## src/rtl/serial_add_ctrl.sv

```systemverilog
// serial_add_ctrl: bit-serial adder datapath and sequencer for two external
// WIDTH-bit right shift registers (augend A, addend B). Operands are consumed
// LSB first; the sum bit is fed back into A and B recirculates into itself,
// so after WIDTH shifts A holds A+B, B is unchanged and carry_out holds the
// final carry.
module serial_add_ctrl #(
  parameter int WIDTH = 4
) (
  input  logic clk,
  input  logic rst,
  input  logic start,
  input  logic a_bit,
  input  logic b_bit,
  output logic shift_ctrl,
  output logic sum_bit,
  output logic b_recirc,
  output logic carry_out,
  output logic busy,
  output logic done
);

  localparam int CW = (WIDTH > 1) ? $clog2(WIDTH) : 1;
  localparam logic [CW-1:0] LAST = CW'(WIDTH - 1);

  typedef enum logic [1:0] {IDLE, SHIFT, DONE} state_t;

  state_t          state;
  logic [CW-1:0]   count;
  logic            carry;
  logic            carry_next;
  logic            shift_q;
  logic            done_q;

  // Full-adder carry from the current serial operand bits and the stored carry
  assign carry_next = (a_bit & b_bit) | (a_bit & carry) | (b_bit & carry);

  assign sum_bit    = a_bit ^ b_bit ^ carry;
  assign b_recirc   = b_bit;
  assign carry_out  = carry;
  assign shift_ctrl = shift_q;
  assign busy       = shift_q;
  assign done       = done_q;

  // Sequencer: counts WIDTH shift cycles, updates the carry, registers the Moore outputs
  always_ff @(posedge clk or negedge rst) begin
    if (!rst) begin
      state   <= IDLE;
      count   <= '0;
      carry   <= 1'b0;
      shift_q <= 1'b0;
      done_q  <= 1'b0;
    end else begin
      case (state)
        IDLE: begin
          done_q <= 1'b0;
          if (start) begin
            state   <= SHIFT;
            count   <= '0;
            carry   <= 1'b0;
            shift_q <= 1'b1;
          end
        end
        SHIFT: begin
          carry <= carry_next;
          if (count == LAST) begin
            // Hold the counter on the last shift so it never wraps
            state   <= DONE;
            shift_q <= 1'b0;
            done_q  <= 1'b1;
          end else begin
            count <= count + CW'(1);
          end
        end
        DONE: begin
          state  <= IDLE;
          done_q <= 1'b0;
        end
        default: begin
          state   <= IDLE;
          shift_q <= 1'b0;
          done_q  <= 1'b0;
        end
      endcase
    end
  end

endmodule

```

## config.mk

```make
export PLATFORM = sky130hd
export DESIGN_NAME = serial_add_ctrl
export DESIGN_NICKNAME = d
export VERILOG_FILES = /design/src/rtl/serial_add_ctrl.sv
export SDC_FILE = /design/constraint.sdc
export NUM_CORES = 1
export LEC_CHECK = 0
export CAP_MARGIN = 20
export CORE_AREA = 4 4 41 43
export CTS_CLUSTER_DIAMETER = 100
export DETAILED_ROUTE_END_ITERATION = 12
export DIE_AREA = 0 0 45 47
export PLACE_DENSITY = 0.5
export SYNTH_ARGS = -nofsm -noshare
export SYNTH_HDL_FRONTEND = slang
export SYNTH_SLANG_ARGS = --single-unit
export TNS_END_PERCENT = 100
```

## constraint.sdc

```tcl
create_clock -name clk -period 1.5 [get_ports clk]
set_clock_uncertainty 0.05 [all_clocks]
set_input_delay 0.3 -clock clk [delete_from_list [all_inputs] [get_ports clk]]
set_output_delay 0.3 -clock clk [all_outputs]
set_load 0.03 [all_outputs]
```

==> results of run 1 <==
[final cells by class]
type | instances | area (µm²)
fillers | 143 | 830.8
inverters | 6 | 22.52
multi-input cells | 20 | 135.1
flip-flops and latches | 7 | 176.4
repair buffers | 10 | 91.34
clock buffers | 4 | 26.28
well taps | 15 | 18.77
[sequential cells by signal (all words and copies together), names as in the netlist]
| signal | count |
|---|---|
| count | 2 |
| state | 2 |
| busy | 1 |
| carry_out | 1 |
| done | 1 |
[worst max-delay path: cells and delay by family (launching register included)]
kind	cells	cell delay, ps
buf+inv	3	230
fa+ha+maj	1	410
flops	1	410
[cell families (layout without fill, tap and decap cells)]
| family | after synthesis | after routing |
|---|---|---|
| compound gates | 9 | 9 |
| simple gates | 9 | 9 |
| buf+inv | 8 | 20 |
| flops | 7 | 7 |
| fa+ha+maj | 2 | 2 |
[worst max path at each step]
stage / from / endpoint / slack (ps)
floorplan: carry_out / sum_bit / 50
CTS: carry_out / sum_bit / -230
detailed placement: a_bit / sum_bit / -390
finish: carry_out / sum_bit / -160
global route: carry_out / sum_bit / -220
global placement: a_bit / sum_bit / -380
[cells in the mapped netlist]
cell | count | area (µm²)
dfrtp_1 | 7 | 175.2
inv_2 | 1 | 3.750
o21ai_1 | 3 | 15.01
a22oi_2 | 1 | 12.51
a21oi_1 | 2 | 10.01
nand2_1 | 3 | 11.26
ha_1 | 1 | 12.51
o2bb2ai_1 | 1 | 8.760
buf_4 | 2 | 15.01
nor3_1 | 1 | 5.000
inv_1 | 5 | 18.77
fa_1 | 1 | 20.02
nor2_1 | 4 | 15.01
nand2b_1 | 1 | 6.260
a22oi_1 | 1 | 7.510
o21bai_2 | 1 | 11.26
[per-stage QoR]
stage	power (mW)	setup WS [ps]	hold WS, ps	setup TNS (ps)	utilization, %
final	1.056	-159.4	265.9	-159.4	36.15
after global routing	1.131	-216.5	279.1	-216.5	36.15
after CTS	1.076	-229.9	264.3	-229.9	36.15
after detailed placement	0.9208	-394.8	447.1	-394.8	34.42
after global placement	0.8881	-378.7	427.1	-378.7	34.42
after floorplan	0.7349	51.64	-45.59	0	-
[power by group]
group / internal [mW] / switching, mW / total, mW / leakage (nW)
Combinational: 0.212 / 0.319 / 0.531 / 0.130
Clock: 0.101 / 0.0672 / 0.169 / 0.0150
Sequential: 0.276 / 0.0798 / 0.356 / 0.0841
[routing by layer]
layer  global-route usage, %  wire, µm
met2                   13.56       374
met1                   5.828       256
met5                       0         0
met3                   4.598        74
met4                   7.018        10
[what timing repair did]
| item | 4_1_cts | 5_1_grt |
|---|---|---|
| gates resized for setup | 8 | 0 |
| gates cloned | 0 | 0 |
| pin swaps | 1 | 1 |
| setup endpoints to repair | 5 | 1 |
==> results.py, run 1 <==
metrics = {
    "outcome": {
        "status": "finished, violations left",
        "violations": "negative setup slack",
    },
    "timing": {
        "max_slew_margin_pct": 77.75,
        "final_hold_viol_count": 0,
        "post-route-period-util_pct": 110.6,
        "setup_violations": 1,
        "post-route-min-period_ps": 1659,
        "rsz0062_at_grt": "yes",
        "timing.fmax_mhz": 602.6,
        "slew_viol_final": 0,
        "setup_ws_ps": -159.4,
        "timing_worst_slew_pin_value_ps": 332.7,
    },
    "setup_path": {
        "critical_path.max_stage_delay_ps": 410,
        "cp_slowest_cell": "dfrtp_2",
        "r2r_start": "count[0]",
        "cp-end-kind": "output pin",
        "worstSetupPathType": "register to output pin",
        "start_kind": "register",
        "crit_top_cell": "inv_2",
        "rrSetupSlack_ps": 300,
        "crit_chain": "inv_2 > fa_1 > inv_2 > buf_6",
        "critPathMaxFanout": 3,
        "reg2reg_to": "count[0]",
        "critPathRequiredTime_ps": 1150,
        "cp.arrival_ps": 1310,
        "r2r_cells": 4,
    },
    "global_routing": {
        "grt_max_degree": 8,
        "grt_pass1_wl_mm": 1.090,
        "grt_pass1_vias": 275,
        "overflow": 0,
        "track_usage_pct": 7.729,
        "antenna_found_initial": 0,
    },
    "floorplanning": {
        "die_area_um2": 2115,
        "fp.dieH_um": 47,
        "ios": 11,
        "core_area_um2": 1301,
        "die_w_um": 45,
        "fp-row-count": 13,
        "start_util_pct": 26.73,
    },
    "routing": {
        "first_pass_iters": 2,
        "viasPerCell": 4.435,
        "drt_iter0_markers": 12,
        "routed_wl_um": 715,
        "drc": 0,
        "routedWlPerCell_um": 11.53,
        "vias": 275,
        "postRouteAntennaNets": 0,
    },
    "layout": {
        "area_delta_synth_final_pct": 35.25,
        "fin_area_um2": 470.5,
        "final_layout_size_suffix_gt1_share_pct": 23.40,
        "n_antenna_cell": 0,
        "layout.nets": 55,
        "final_cell_mix": "6 x dfrtp_1, 6 x dlygate4sd2_1, 4 x nor2_1",
        "layout.cells.non_filler": 62,
    },
    "placed_design": {
        "gp_congestion": 0.7479,
        "post_dp_cell_area_um2": 447.9,
        "portBuffers": 10,
        "place_hpwl_um": 594.6,
        "dp_cells": 58,
    },
    "synthesis": {
        "ys_warn_count": 0,
        "synth_xor_xnor_area_share_pct": 0,
        "synth_fp_nets": 42,
        "synthSimpleGateAreaFrac_pct": 10.79,
        "syn_avg_cell_area_um2": 9.938,
        "yosys_register_bits": 7,
        "synthCells": 35,
        "synth_cell_types": 16,
        "synth_top_family_by_area": "compound AO/OA/AOI/OAI gates",
        "synthAdderAreaFrac_pct": 9.353,
        "synth.yosys.seq_area_share_pct": 50.36,
        "syn_area_um2": 347.8,
        "synth_compound_area_share_pct": 18.71,
        "muxShareOfSynthArea_pct": 0,
    },
    "cts": {
        "worstSkewPairLatency_ps": 250,
        "hold_buffers": 0,
        "post_cts_buffers": 0,
        "cts-buffers-inserted": 3,
        "clock-root-buffer": "clkbuf_4",
        "cts_htree_levels": 1,
        "path_clk_slew_ps": 60,
        "ctsLongestPathBuffers": 2,
        "cts_num_sinks": 7,
        "tritoncts": "done",
    },
    "power": {
        "powerDensity_nw_per_um2": 2244,
        "p_leak_nw": 0.2289,
        "vdd_drop_max_mv": 0.8973,
    },
    "worst_hold_path": {
        "hold_class": "primary input to asynchronous set/reset pin",
    },
    "run": {
        "maxCapViolCount": 0,
    },
}
No activity file was read; power rests on OpenSTA's default activity.
==> inputs of run 2 (changes only) <==
--- a/config.mk
+++ b/config.mk
@@ -10,6 +10,7 @@
 export CTS_CLUSTER_DIAMETER = 100
 export DETAILED_ROUTE_END_ITERATION = 12
 export DIE_AREA = 0 0 45 47
+export GPL_ROUTABILITY_DRIVEN = 0
 export PLACE_DENSITY = 0.5
 export SYNTH_ARGS = -nofsm -noshare
 export SYNTH_HDL_FRONTEND = slang
==> results of run 2 <==
No change in the layout: final DEF, timing and power equal those of run 1.
==> inputs of run 3 (changes only) <==
--- a/config.mk
+++ b/config.mk
@@ -6,10 +6,10 @@
 export NUM_CORES = 1
 export LEC_CHECK = 0
 export CAP_MARGIN = 20
-export CORE_AREA = 4 4 41 43
+export CORE_AREA = 2 2 39 41
 export CTS_CLUSTER_DIAMETER = 100
 export DETAILED_ROUTE_END_ITERATION = 12
-export DIE_AREA = 0 0 45 47
+export DIE_AREA = 0 0 41 43
 export GPL_ROUTABILITY_DRIVEN = 0
 export PLACE_DENSITY = 0.5
 export SYNTH_ARGS = -nofsm -noshare
==> results.py, run 3 (same netlist as run 1, synthesis figures left out) <==
metrics = {
    "cts": {
        "cts-buffers-inserted": 3,
        "tritoncts": "done",
        "worstSkewPairLatency_ps": 250,
        "clock-root-buffer": "clkbuf_4",
        "cts_num_sinks": 7,
        "post_cts_buffers": 0,
        "path_clk_slew_ps": 50,
        "ctsLongestPathBuffers": 2,
        "cts_htree_levels": 1,
    },
    "timing": {
        "timing.fmax_mhz": 604.7,
        "post-route-min-period_ps": 1654,
        "timing.setup.tns_ps": -153.7,
        "final_hold_viol_count": 0,
        "setup_ws_ps": -153.7,
        "post-route-period-util_pct": 110.2,
        "rsz0062_at_grt": "yes",
        "setup_violations": 1,
        "slew_viol_final": 0,
        "timing_worst_slew_pin_value_ps": 306.6,
        "max_slew_margin_pct": 79.50,
    },
    "setup_path": {
        "cp_slowest_cell": "dfrtp_2",
        "cp.buffers_inverters": 3,
        "critPathRequiredTime_ps": 1150,
        "critical_path.max_stage_delay_ps": 410,
        "start_kind": "register",
        "rrSetupSlack_ps": 350,
        "cp.arrival_ps": 1300,
        "critPathMaxFanout": 3,
        "crit_top_cell": "inv_2",
        "cp-end-kind": "output pin",
        "crit_family": "flip-flops",
        "crit_chain": "inv_2 > fa_1 > inv_2 > buf_6",
        "worstSetupPathType": "register to output pin",
    },
    "floorplanning": {
        "ios": 11,
        "fp.dieH_um": 43,
        "die_area_um2": 1763,
        "start_util_pct": 25.14,
        "fp-row-count": 14,
        "core_area_um2": 1384,
        "die_w_um": 41,
    },
    "routing": {
        "vias": 278,
        "routedWlPerCell_um": 9.397,
        "drt_iter0_markers": 5,
        "first_pass_iters": 3,
        "postRouteAntennaNets": 0,
        "routed_wl_um": 592,
        "drc": 0,
        "viasPerCell": 4.413,
    },
    "global_routing": {
        "grt_pass1_wl_mm": 1.028,
        "grt_max_degree": 8,
        "overflow": 0,
        "antenna_found_initial": 0,
        "grt_pass1_vias": 227,
        "track_usage_pct": 9.350,
    },
    "power": {
        "vdd_drop_max_mv": 0.7874,
        "powerDensity_nw_per_um2": 2206,
        "p_leak_nw": 0.2289,
    },
    "layout": {
        "final_core_utilization_pct": 34.09,
        "regArea_um2": 176.4,
        "fillCellCount": 137,
        "area_delta_synth_final_pct": 35.61,
        "layout.nets": 55,
        "multiInputGateArea_um2": 135.1,
        "final_layout_size_suffix_gt1_share_pct": 23.40,
        "n_antenna_cell": 0,
        "top_regs": "count: 2 flops, state: 2 flops",
        "final_cell_mix": "6 x dfrtp_1, 6 x dlygate4sd2_1, 4 x nor2_1",
    },
    "worst_hold_path": {
        "hold_class": "primary input to asynchronous set/reset pin",
    },
    "placed_design": {
        "portBuffers": 10,
        "place_hpwl_um": 453.8,
    },
    "outcome": {
        "status": "finished, violations left",
        "violations": "negative setup slack",
    },
    "run": {
        "maxCapViolCount": 0,
    },
}
## run 3: cell counts in the layout (fill, tap and decap cells not counted)
Identical to the previous run, type by type.
## run 3: per-layer routing
metal	routed length (µm)	global-route usage, %
met5	0	0
met4	0	4.000
met3	59	7.853
met2	277	10.63
met1	255	12.37
## run 3: final timing paths
check,cells past startpoint,end,from
max,4,sum_bit,carry_out
min,1,state[0],rst
max reg2reg,4,busy,count[0]
min reg2reg,2,done,done
max in group asynchronous,1,carry_out,rst
min in group clk,2,done,done
## run 3: per-stage QoR
step                hold WS [ps]  power (mW)  instance area [µm²]  setup slack [ps]  instances
floorplan                 -45.59      0.7349                349.1             51.64         35
global placement           434.1      0.8988                449.2            -383.2         59
detailed placement         445.3      0.8997                449.2            -383.3         59
CTS                        265.5       1.055                471.7            -187.7         63
global route               280.3       1.139                471.7            -210.2         63
finish                     248.3       1.040                471.7            -153.7         63
## run 3: final cells by class
cell class	instances	share of cell area (%)
Sequential cell	7	37.40
Multi-Input combinational cell	20	28.65
Timing Repair Buffer	10	19.36
Clock buffer	4	5.570
Inverter	6	4.775
Tap cell	16	4.244
## run 3: power breakdown
part,leakage (nW),total (mW),internal [mW],switching (mW)
combinational,0.130,0.519,0.210,0.309
sequential,0.0841,0.351,0.276,0.0748
clock,0.0150,0.170,0.101,0.0688
## run 3: worst reg2reg max path, stage by stage (launching register included)
cell	delay (ps)
dfrtp_1	390
ha_1	290
inv_1	100
a22oi_2	120
o2bb2ai_1	90
## run 3: what timing repair did
item | in CTS | in global routing
pin swaps | 1 | 1
endpoints found under the setup margin | 5 | 1
gates resized for setup | 8 | 0
hold buffers | 0 | 0
